<file path="config.mk">
export PLATFORM = sky130hd
export DESIGN_NAME = bin2bcd_seq
export DESIGN_NICKNAME = d
export VERILOG_FILES = /design/src/rtl/bin2bcd_seq.sv
export SDC_FILE = /design/constraint.sdc
export NUM_CORES = 1
export LEC_CHECK = 0
export ABC_AREA = 1
export CAP_MARGIN = 25
export CORE_MARGIN = 2
export CORE_UTILIZATION = 50
export CTS_BUF_LIST = sky130_fd_sc_hd__clkbuf_2 sky130_fd_sc_hd__clkbuf_4 sky130_fd_sc_hd__clkbuf_8
export DETAILED_ROUTE_END_ITERATION = 10
export GPL_ROUTABILITY_DRIVEN = 0
export PLACE_DENSITY = 0.78
export SYNTH_ARGS = -nofsm -noshare
export SYNTH_HDL_FRONTEND = slang
export SYNTH_SLANG_ARGS = --single-unit
</file>
<file path="constraint.sdc">
create_clock -name clk -period 1.48 [get_ports clk]
set_input_delay 0.222 -clock clk [delete_from_list [all_inputs] [get_ports clk]]
set_output_delay 0.222 -clock clk [all_outputs]
set_load 0.005 [all_outputs]
</file>
<file path="src/rtl/bin2bcd_seq.sv">
`default_nettype none
// ============================================================================
//  Module      : bin2bcd_seq
//  Description : Sequential binary-to-BCD converter (shift-and-add-3, one
//                iteration per clock) with valid/ready handshakes on the
//                input and output sides.
//                Optional macro BIN2BCD_BTB_EN enables back-to-back
//                acceptance directly from DONE into SHIFT.
//  Revision    : 1.0 - initial release
// ============================================================================
module bin2bcd_seq #(
    parameter int DATA_W = 6,
    parameter int NDIG   = 2,
    parameter int CNT_W  = 3
) (
    input  logic                clk,
    input  logic                rst_n,
    input  logic                in_valid,
    output logic                in_ready,
    input  logic [DATA_W-1:0]   bin_in,
    output logic                out_valid,
    input  logic                out_ready,
    output logic [4*NDIG-1:0]   bcd_out,
    output logic                busy
);

    typedef enum logic [1:0] {
        S_IDLE  = 2'd0,
        S_SHIFT = 2'd1,
        S_DONE  = 2'd2
    } state_t;

    // Counter value on the final iteration edge.
    localparam logic [CNT_W-1:0] LAST_CNT = CNT_W'(DATA_W - 1);

    state_t              state_q, state_d;
    logic [CNT_W-1:0]    cnt_q, cnt_d;
    logic [DATA_W-1:0]   shift_q, shift_d;
    logic [4*NDIG-1:0]   bcd_q, bcd_d;
    logic [4*NDIG-1:0]   w_bcd_adj;

    // One add-3 correction cell per BCD digit; illegal codes 10-15 map to 0.
    for (genvar g = 0; g < NDIG; g++) begin : g_digit
        logic [3:0] w_dig;
        logic [3:0] w_adj;
        assign w_dig = bcd_q[4*g +: 4];
        // Correct a digit that would overflow past 9 after the next doubling.
        always_comb begin
            if (w_dig >= 4'd10) begin
                w_adj = 4'd0;
            end else if (w_dig >= 4'd5) begin
                w_adj = w_dig + 4'd3;
            end else begin
                w_adj = w_dig;
            end
        end
        assign w_bcd_adj[4*g +: 4] = w_adj;
    end

    // Next-state, datapath update and handshake outputs.
    always_comb begin
        state_d   = state_q;
        cnt_d     = cnt_q;
        shift_d   = shift_q;
        bcd_d     = bcd_q;
        in_ready  = 1'b0;
        out_valid = 1'b0;
        busy      = 1'b0;

        case (state_q)
            S_IDLE: begin
                in_ready = 1'b1;
                if (in_valid) begin
                    shift_d = bin_in;
                    bcd_d   = '0;
                    cnt_d   = '0;
                    state_d = S_SHIFT;
                end
            end

            S_SHIFT: begin
                busy    = 1'b1;
                // Corrected digits and the binary register shift as one word.
                bcd_d   = {w_bcd_adj[4*NDIG-2:0], shift_q[DATA_W-1]};
                shift_d = {shift_q[DATA_W-2:0], 1'b0};
                cnt_d   = cnt_q + 1'b1;
                if (cnt_q == LAST_CNT) begin
                    state_d = S_DONE;
                end
            end

            S_DONE: begin
                out_valid = 1'b1;
`ifdef BIN2BCD_BTB_EN
                // A retiring result frees the block for a new value this edge.
                in_ready = out_ready;
                if (out_ready) begin
                    if (in_valid) begin
                        shift_d = bin_in;
                        bcd_d   = '0;
                        cnt_d   = '0;
                        state_d = S_SHIFT;
                    end else begin
                        state_d = S_IDLE;
                    end
                end
`else
                if (out_ready) begin
                    state_d = S_IDLE;
                end
`endif
            end

            default: begin
                state_d = S_IDLE;
            end
        endcase
    end

    // State and datapath registers; reset abandons any conversion in flight.
    always_ff @(posedge clk or negedge rst_n) begin
        if (!rst_n) begin
            state_q <= S_IDLE;
            cnt_q   <= '0;
            shift_q <= '0;
            bcd_q   <= '0;
        end else begin
            state_q <= state_d;
            cnt_q   <= cnt_d;
            shift_q <= shift_d;
            bcd_q   <= bcd_d;
        end
    end

    assign bcd_out = bcd_q;

endmodule
`default_nettype wire

</file>
==> impl_metrics.csv, run 1 <==
group,metric,value,unit
setup_path,critPathKind,"flip-flop to output port",
global_route,grt_pass1_vias,978,
sta,setup_ws,0.0348,ns
route,drt_wl_total,2510,um
global_route,gr-usage-all-layers,21.0,%
floorplanning,die_area,2500,um2
route,dr.first_iter.drc_count,14,
sta,final_max_slew_viol_count,0,
finish,fin_util,75.9,%
power_and_ir_drop,p_int,1790,uW
job,cap_viol_max_count,0,
setup_path,critPathMaxStageDelay,0.44,ns
route,drc,0,
logic_synthesis,synth.area.top_cells,"dfrtp_1 (45%), nand2_1 (12%), ha_1 (9.5%), inv_1 (5.7%), o21ai_1 (3.8%)",
power_and_ir_drop,ir_drop,1360,uV
finish,antennaDiodeCount,0,
sta,setup_viol,0,
logic_synthesis,seq_area_frac_synth,45.0,%
sta,fin_setup_tns,0,ns
logic_synthesis,synthFlopType,"dfrtp_1",
floorplanning,die_w,50.0,um
global_route,grt-ovfl-total,0,
power_and_ir_drop,powerDensity,2060,nW/um2
logic_synthesis,yosysMostFrequentCell,"nand2_1",
floorplanning,floorplan.rows,16,
logic_synthesis,netlist_area,1060,um2
sta,fmax,0.692,GHz
route,vias,1056,
clock_tree,cts_buffers,3,
logic_synthesis,yosysTopAreaCellShare,45.0,%
setup_path,end_kind,"output port",
floorplanning,top_level_ports,21,
setup_path,cpMaxStageDelayCell,"dfrtp_2",
power_and_ir_drop,switching_share,42.2,%
floorplanning,initial_core_util,53.3,%
sta,worst_pin_slew,0.321,ns
clock_tree,path_clk_slew,0.11,ns
global_route,grt-busiest-layer,"met2",
logic_synthesis,yosysTopAreaCell,"dfrtp_1",
global_route,grt_pass1_wl,4020,um
sta,timing.final.crit_period,1.45,ns
finish,areaGrowthSynthToFinish,42.5,%
setup_path,crit_fanout,3,
setup_path,cp.arrival,1.22,ns
setup_path,setup.worst_path.start_class,"flip-flop",
global_route,grt_max_degree,20,
power_and_ir_drop,pwr-share-clk,8.5,%
setup_path,worstPathRequired,1.26,ns
logic_synthesis,synthCells,130,
global_route,met3_usage,4.24,%
route,viasPerCell,5.25,
global_route,antenna_found_initial,0,
finish,n_fill_cell,137,
place,dp_hpwl,1650,um
logic_synthesis,synth.distinct_cells,20,
clock_tree,cts_num_sinks,19,
logic_synthesis,synthTopCellsByCount,"nand2_1 (35), dfrtp_1 (19), inv_1 (16)",
route,drtPass1Iterations,5,
sta,fin_crit_sh,97.6,%
logic_synthesis,synth-seq-cells,19,
clock_tree,root_buffer,"clkbuf_4",
clock_tree,htree_levels,1,
logic_synthesis,async_flop_share,100,%
clock_tree,tritoncts,"built",
logic_synthesis,synth_nets,148,
clock_tree,clkLatencyLatePin,0.30,ns
route,drt-wirelength-per-cell,12.5,um
clock_tree,holdBufCountCts,0,
finish,finalNetCount,193,
sta,hold_viol,0,
clock_tree,clockBufferDepth,2,
setup_path,reg2reg_depth,8,
place,pre_cts_ws,0.0921,ns
logic_synthesis,synth_warnings,0,
route,antenna_left,0,
power_and_ir_drop,seq_power_share,29.8,%
logic_synthesis,synth_edf_count,0,
sta,skew,0.00112,ns
floorplanning,core_region_area,1980,um2
setup_path,path_cells,"buf_4 -> nor2_2 -> clkdlybuf4s15_1",
min_path,hp-class,"input port to asynchronous set/reset pin",
power_and_ir_drop,pwr-share-comb,61.7,%
floorplanning,die_h,50.0,um
power_and_ir_drop,p_switching,1310,uW
finish,final_layout_size_suffix_gt1_share,23.6,%
logic_synthesis,syn_avg_cell_area,8.12,um2
power_and_ir_drop,power_leakage,0.000790,uW
sta,maxSlewHeadroom,78.5,%
global_route,use_met1,23.8,%
global_route,grtUsageMet2,38.7,%
outcome,status,"complete, no violations",
place,io_buffers,20,
## stage by stage
stage	total power (uW)	cell area [um2]	instances	hold WS (ns)
final	3100	1510	201	0.247
after CTS	2850	1390	190	0.251
after detailed placement	2470	1300	179	0.454
after global placement	2400	1300	179	0.458
after global routing	3370	1510	201	0.287
after floorplan	1910	1060	130	-0.0736
## path summary, 6_finish.rpt
check	end	start	slack, ns
worst max-delay path	out_valid	state_q[0]	0.03
worst min-delay path	shift_q[3]	rst_n	0.25
worst max register to register	bcd_out[2]	bcd_out[0]	0.07
worst min register to register	shift_q[0]	shift_q[0]	0.50
max in group asynchronous	bcd_out[2]	rst_n	1.01
min in group clk	state_q[1]	out_ready	0.47
## routing by layer
layer	up-vias	wire [um]
li1	517	-
met1	493	1020
met3	6	105
met4	0	28
met2	40	1370
met5	-	0
## layout make-up
class | instances | area [um2] | area share (%)
inverter | 19 | 73.8 | 4.90
multi-input combinational | 90 | 515 | 34.2
clock buffer | 3 | 22.5 | 1.50
tap | 27 | 33.8 | 2.24
clock inverter | 1 | 5.00 | 0.333
sequential | 19 | 479 | 31.8
timing repair buffer | 42 | 375 | 24.9
## layout by cell type (no fill, tap or decap), types with 5 or more instances in the layout
cell / Yosys / routed
nand2_1: 35 / 34
buf_4: 0 / 21
inv_1: 16 / 16
dfrtp_1: 19 / 16
clkdlybuf4s50_1: 0 / 15
o21ai_1: 8 / 8
ha_1: 8 / 7
o21ai_0: 6 / 6
nand3_1: 7 / 6
nand4_1: 6 / 6
nor2_1: 8 / 5
## critical path: cells and delay by family (launching register included)
family | cells | cell delay (ns)
flops | 1 | 0.44
buf+inv | 2 | 0.36
simple gates | 1 | 0.12
## sequential cells by signal (all words and copies together) (netlist names)
name,count
cnt_q,3
shift_q,6
bcd_out,8
state_q,2
## power groups by stage
stage	Combinational, uW	Clock, uW	Sequential (uW)
after global placement	1430	0	966
after CTS	1650	266	933
final	1910	265	924
after floorplan	961	0	945
after global routing	2130	287	952
after detailed placement	1490	0	980
## repair_timing
item                                    CTS  global route
buffers inserted                          7            11
endpoints found under the setup margin    6            12
pin swaps                                 1             3
endpoints found under the hold margin     0             0
resized for setup                         6            13
## cells by family (layout without fill, tap and decap cells)
logic type / after synthesis / in the layout / synth area share [%]
AOI/OAI and AO/OA: 25 / 25 / 14.0
and+or+nand+nor: 57 / 57 / 23.2
buffers and inverters: 21 / 65 / 8.29
adders and majority gates: 8 / 8 / 9.48
DFF: 19 / 19 / 45.0
(Power assumes the default switching activity.)
==> run 2, diff against run 1 <==
--- a/config.mk
+++ b/config.mk
@@ -10,6 +10,7 @@
 export CORE_MARGIN = 2
 export CORE_UTILIZATION = 50
 export CTS_BUF_LIST = sky130_fd_sc_hd__clkbuf_2 sky130_fd_sc_hd__clkbuf_4 sky130_fd_sc_hd__clkbuf_8
+export CTS_CLUSTER_SIZE = 14
 export DETAILED_ROUTE_END_ITERATION = 10
 export GPL_ROUTABILITY_DRIVEN = 0
 export PLACE_DENSITY = 0.78
==> results of run 2 <==
Final layout, timing and power as in run 1 (identical DEF).
==> run 3, diff against run 2 <==
--- a/config.mk
+++ b/config.mk
@@ -7,7 +7,7 @@
 export LEC_CHECK = 0
 export ABC_AREA = 1
 export CAP_MARGIN = 25
-export CORE_MARGIN = 2
+export CORE_MARGIN = 4
 export CORE_UTILIZATION = 50
 export CTS_BUF_LIST = sky130_fd_sc_hd__clkbuf_2 sky130_fd_sc_hd__clkbuf_4 sky130_fd_sc_hd__clkbuf_8
 export CTS_CLUSTER_SIZE = 14
==> run 3 against run 2 <==
Compared with the run above: utilization shrank 4.4 points; routed wire length shrank 6.4%; fmax grew 2.3%; combinational power shrank 9%; die area grew 17%; first-iteration DRC count is the same.
==> impl_metrics.csv, run 3 (synthesis gave the netlist of run 1 again) <==
group,metric,value,unit
sta,setup_ws,0.0673,ns
sta,worst_pin_slew,0.301,ns
finish,final_area,1420,um2
setup_path,setup.worst_path.start_class,"flip-flop",
sta,fin_crit_sh,95.5,%
global_route,antenna_found_initial,0,
floorplanning,die_area,2910,um2
global_route,grt_pass1_wl,4140,um
setup_path,cpMaxStageDelayCell,"clkdlybuf4s50_1",
power_and_ir_drop,ir_drop,1330,uV
power_and_ir_drop,finalPower,2910,uW
route,drtPass1Iterations,4,
sta,setup_viol,0,
job,cap_viol_max_count,0,
floorplanning,die_w,54.0,um
setup_path,crit_fanout,4,
floorplanning,initial_core_util,53.3,%
finish,finalNetCount,185,
setup_path,cp_top_family,"buffers and inverters",
setup_path,critPathLaunch,"bcd_out[0]",
route,viasPerCell,5.26,
power_and_ir_drop,powerDensity,2050,nW/um2
finish,n_fill_cell,151,
sta,maxSlewHeadroom,79.9,%
setup_path,r2r_start,"bcd_out[5]",
sta,timing.final.crit_period,1.41,ns
clock_tree,root_buffer,"clkbuf_4",
route,drt-wirelength-per-cell,12.2,um
route,dr.first_iter.drc_count,14,
place,placed_cells,179,
finish,layout_commonest_cell,"nand2_1",
outcome,status,"complete, no violations",
route,vias,1015,
clock_tree,tritoncts,"built",
floorplanning,core_region_area,1980,um2
finish,layout_common_cells,"nand2_1 (34), inv_1 (16), dfrtp_1 (16), clkdlybuf4s50_1 (16), buf_4 (14)",
place,dp_hpwl,1660,um
clock_tree,clockBufferDepth,2,
route,drt_wl_total,2350,um
global_route,grt-ovfl-total,0,
floorplanning,floorplan.rows,16,
setup_path,path_cells,"clkdlybuf4s50_1",
setup_path,critPathMaxStageDelay,0.51,ns
setup_path,path_buf_inv,1,
setup_path,critPathKind,"flip-flop to output port",
setup_path,end_kind,"output port",
place,io_buffers,20,
clock_tree,cts_buffers,3,
place,pre_cts_ws,0.110,ns
setup_path,cp.arrival,1.19,ns
setup_path,worstPathRequired,1.26,ns
floorplanning,die_h,54.0,um
finish,final_cells,193,
finish,antennaDiodeCount,0,
clock_tree,clkLatencyLatePin,0.30,ns
floorplanning,top_level_ports,21,
finish,largest_register_ffs,8,
sta,skew,0.0151,ns
sta,hold_viol,0,
global_route,grt_max_degree,20,
clock_tree,holdBufCountCts,0,
finish,areaGrowthSynthToFinish,34.4,%
clock_tree,htree_levels,1,
finish,final_layout_size_suffix_gt1_share,19.9,%
global_route,grt_pass1_vias,1017,
min_path,hp-class,"input port to asynchronous set/reset pin",
sta,final_max_slew_viol_count,0,
route,drc,0,
route,antenna_left,0,
place,postPlaceCellArea,1300,um2
clock_tree,path_clk_slew,0.12,ns
global_route,gr-usage-all-layers,19.9,%
sta,fmax,0.708,GHz
clock_tree,cts_num_sinks,19,
power_and_ir_drop,power_leakage,0.000719,uW
-- run 3: cell types whose count changed in the layout (fill, tap and decap cells not counted), sizes merged --
cell | previous run | this run
buf | 22 | 14
clkbuf | 3 | 4
clkdlybuf4s15 | 1 | 0
dlymetal6s2s | 3 | 0
dlygate4sd2 | 1 | 3
clkdlybuf4s50 | 15 | 16
-- run 3: report_power, final --
| part | switching [uW] | internal (uW) |
|---|---|---|
| combinational | 939 | 803 |
| clock | 164 | 101 |
| sequential | 147 | 759 |
-- run 3: worst register-to-register path: stages, from the launching register on --
cell	delay, ns
dfrtp_1	0.40
buf_4	0.14
inv_1	0.10
ha_1	0.16
inv_1	0.05
nand2_1	0.13
a21boi_1	0.17
nand2_1	0.07
o21ai_1	0.07
-- run 3: worst paths after layout --
path                               to  slack (ns)  cells after the start
setup / recovery           bcd_out[0]        0.07                      1
hold / removal             shift_q[1]        0.24                      2
setup reg to reg           bcd_out[7]        0.13                      8
hold reg to reg            shift_q[0]        0.50                      2
max in group asynchronous  state_q[0]        1.01                      2
min in group clk           shift_q[0]        0.46                      3
-- run 3: area by class of cell --
cell class | count | area [um2] | share of cell area (%)
multi-input combinational | 90 | 510 | 36.0
sequential | 19 | 479 | 33.8
timing repair buffer | 34 | 297 | 20.9
inverter | 19 | 71.3 | 5.03
tap | 27 | 33.8 | 2.38
clock buffer | 3 | 22.5 | 1.59
clock inverter | 1 | 5.00 | 0.353
-- run 3: stage by stage --
stage / hold WS (ns) / utilization (%) / setup TNS [ns]
2_1_floorplan: -0.0736 / - / 0
5_1_grt: 0.256 / 71.6 / -0.0141
3_5_place_dp: 0.460 / 65.8 / 0
4_1_cts: 0.246 / 70.0 / 0
3_3_place_gp: 0.459 / 65.8 / 0
6_report: 0.237 / 71.6 / 0
-- run 3: timing repair --
action,CTS,global route
gates resized for setup,9,6
pin swaps,1,0
buffers inserted,7,3
cloned,0,0
setup endpoints to repair,9,7
-- run 3: per-layer routing --
layer	routed length, um	track usage [%]
met1	1020	24.6
met2	1210	33.5
met5	0	0
met3	91	3.88
met4	32	8.51
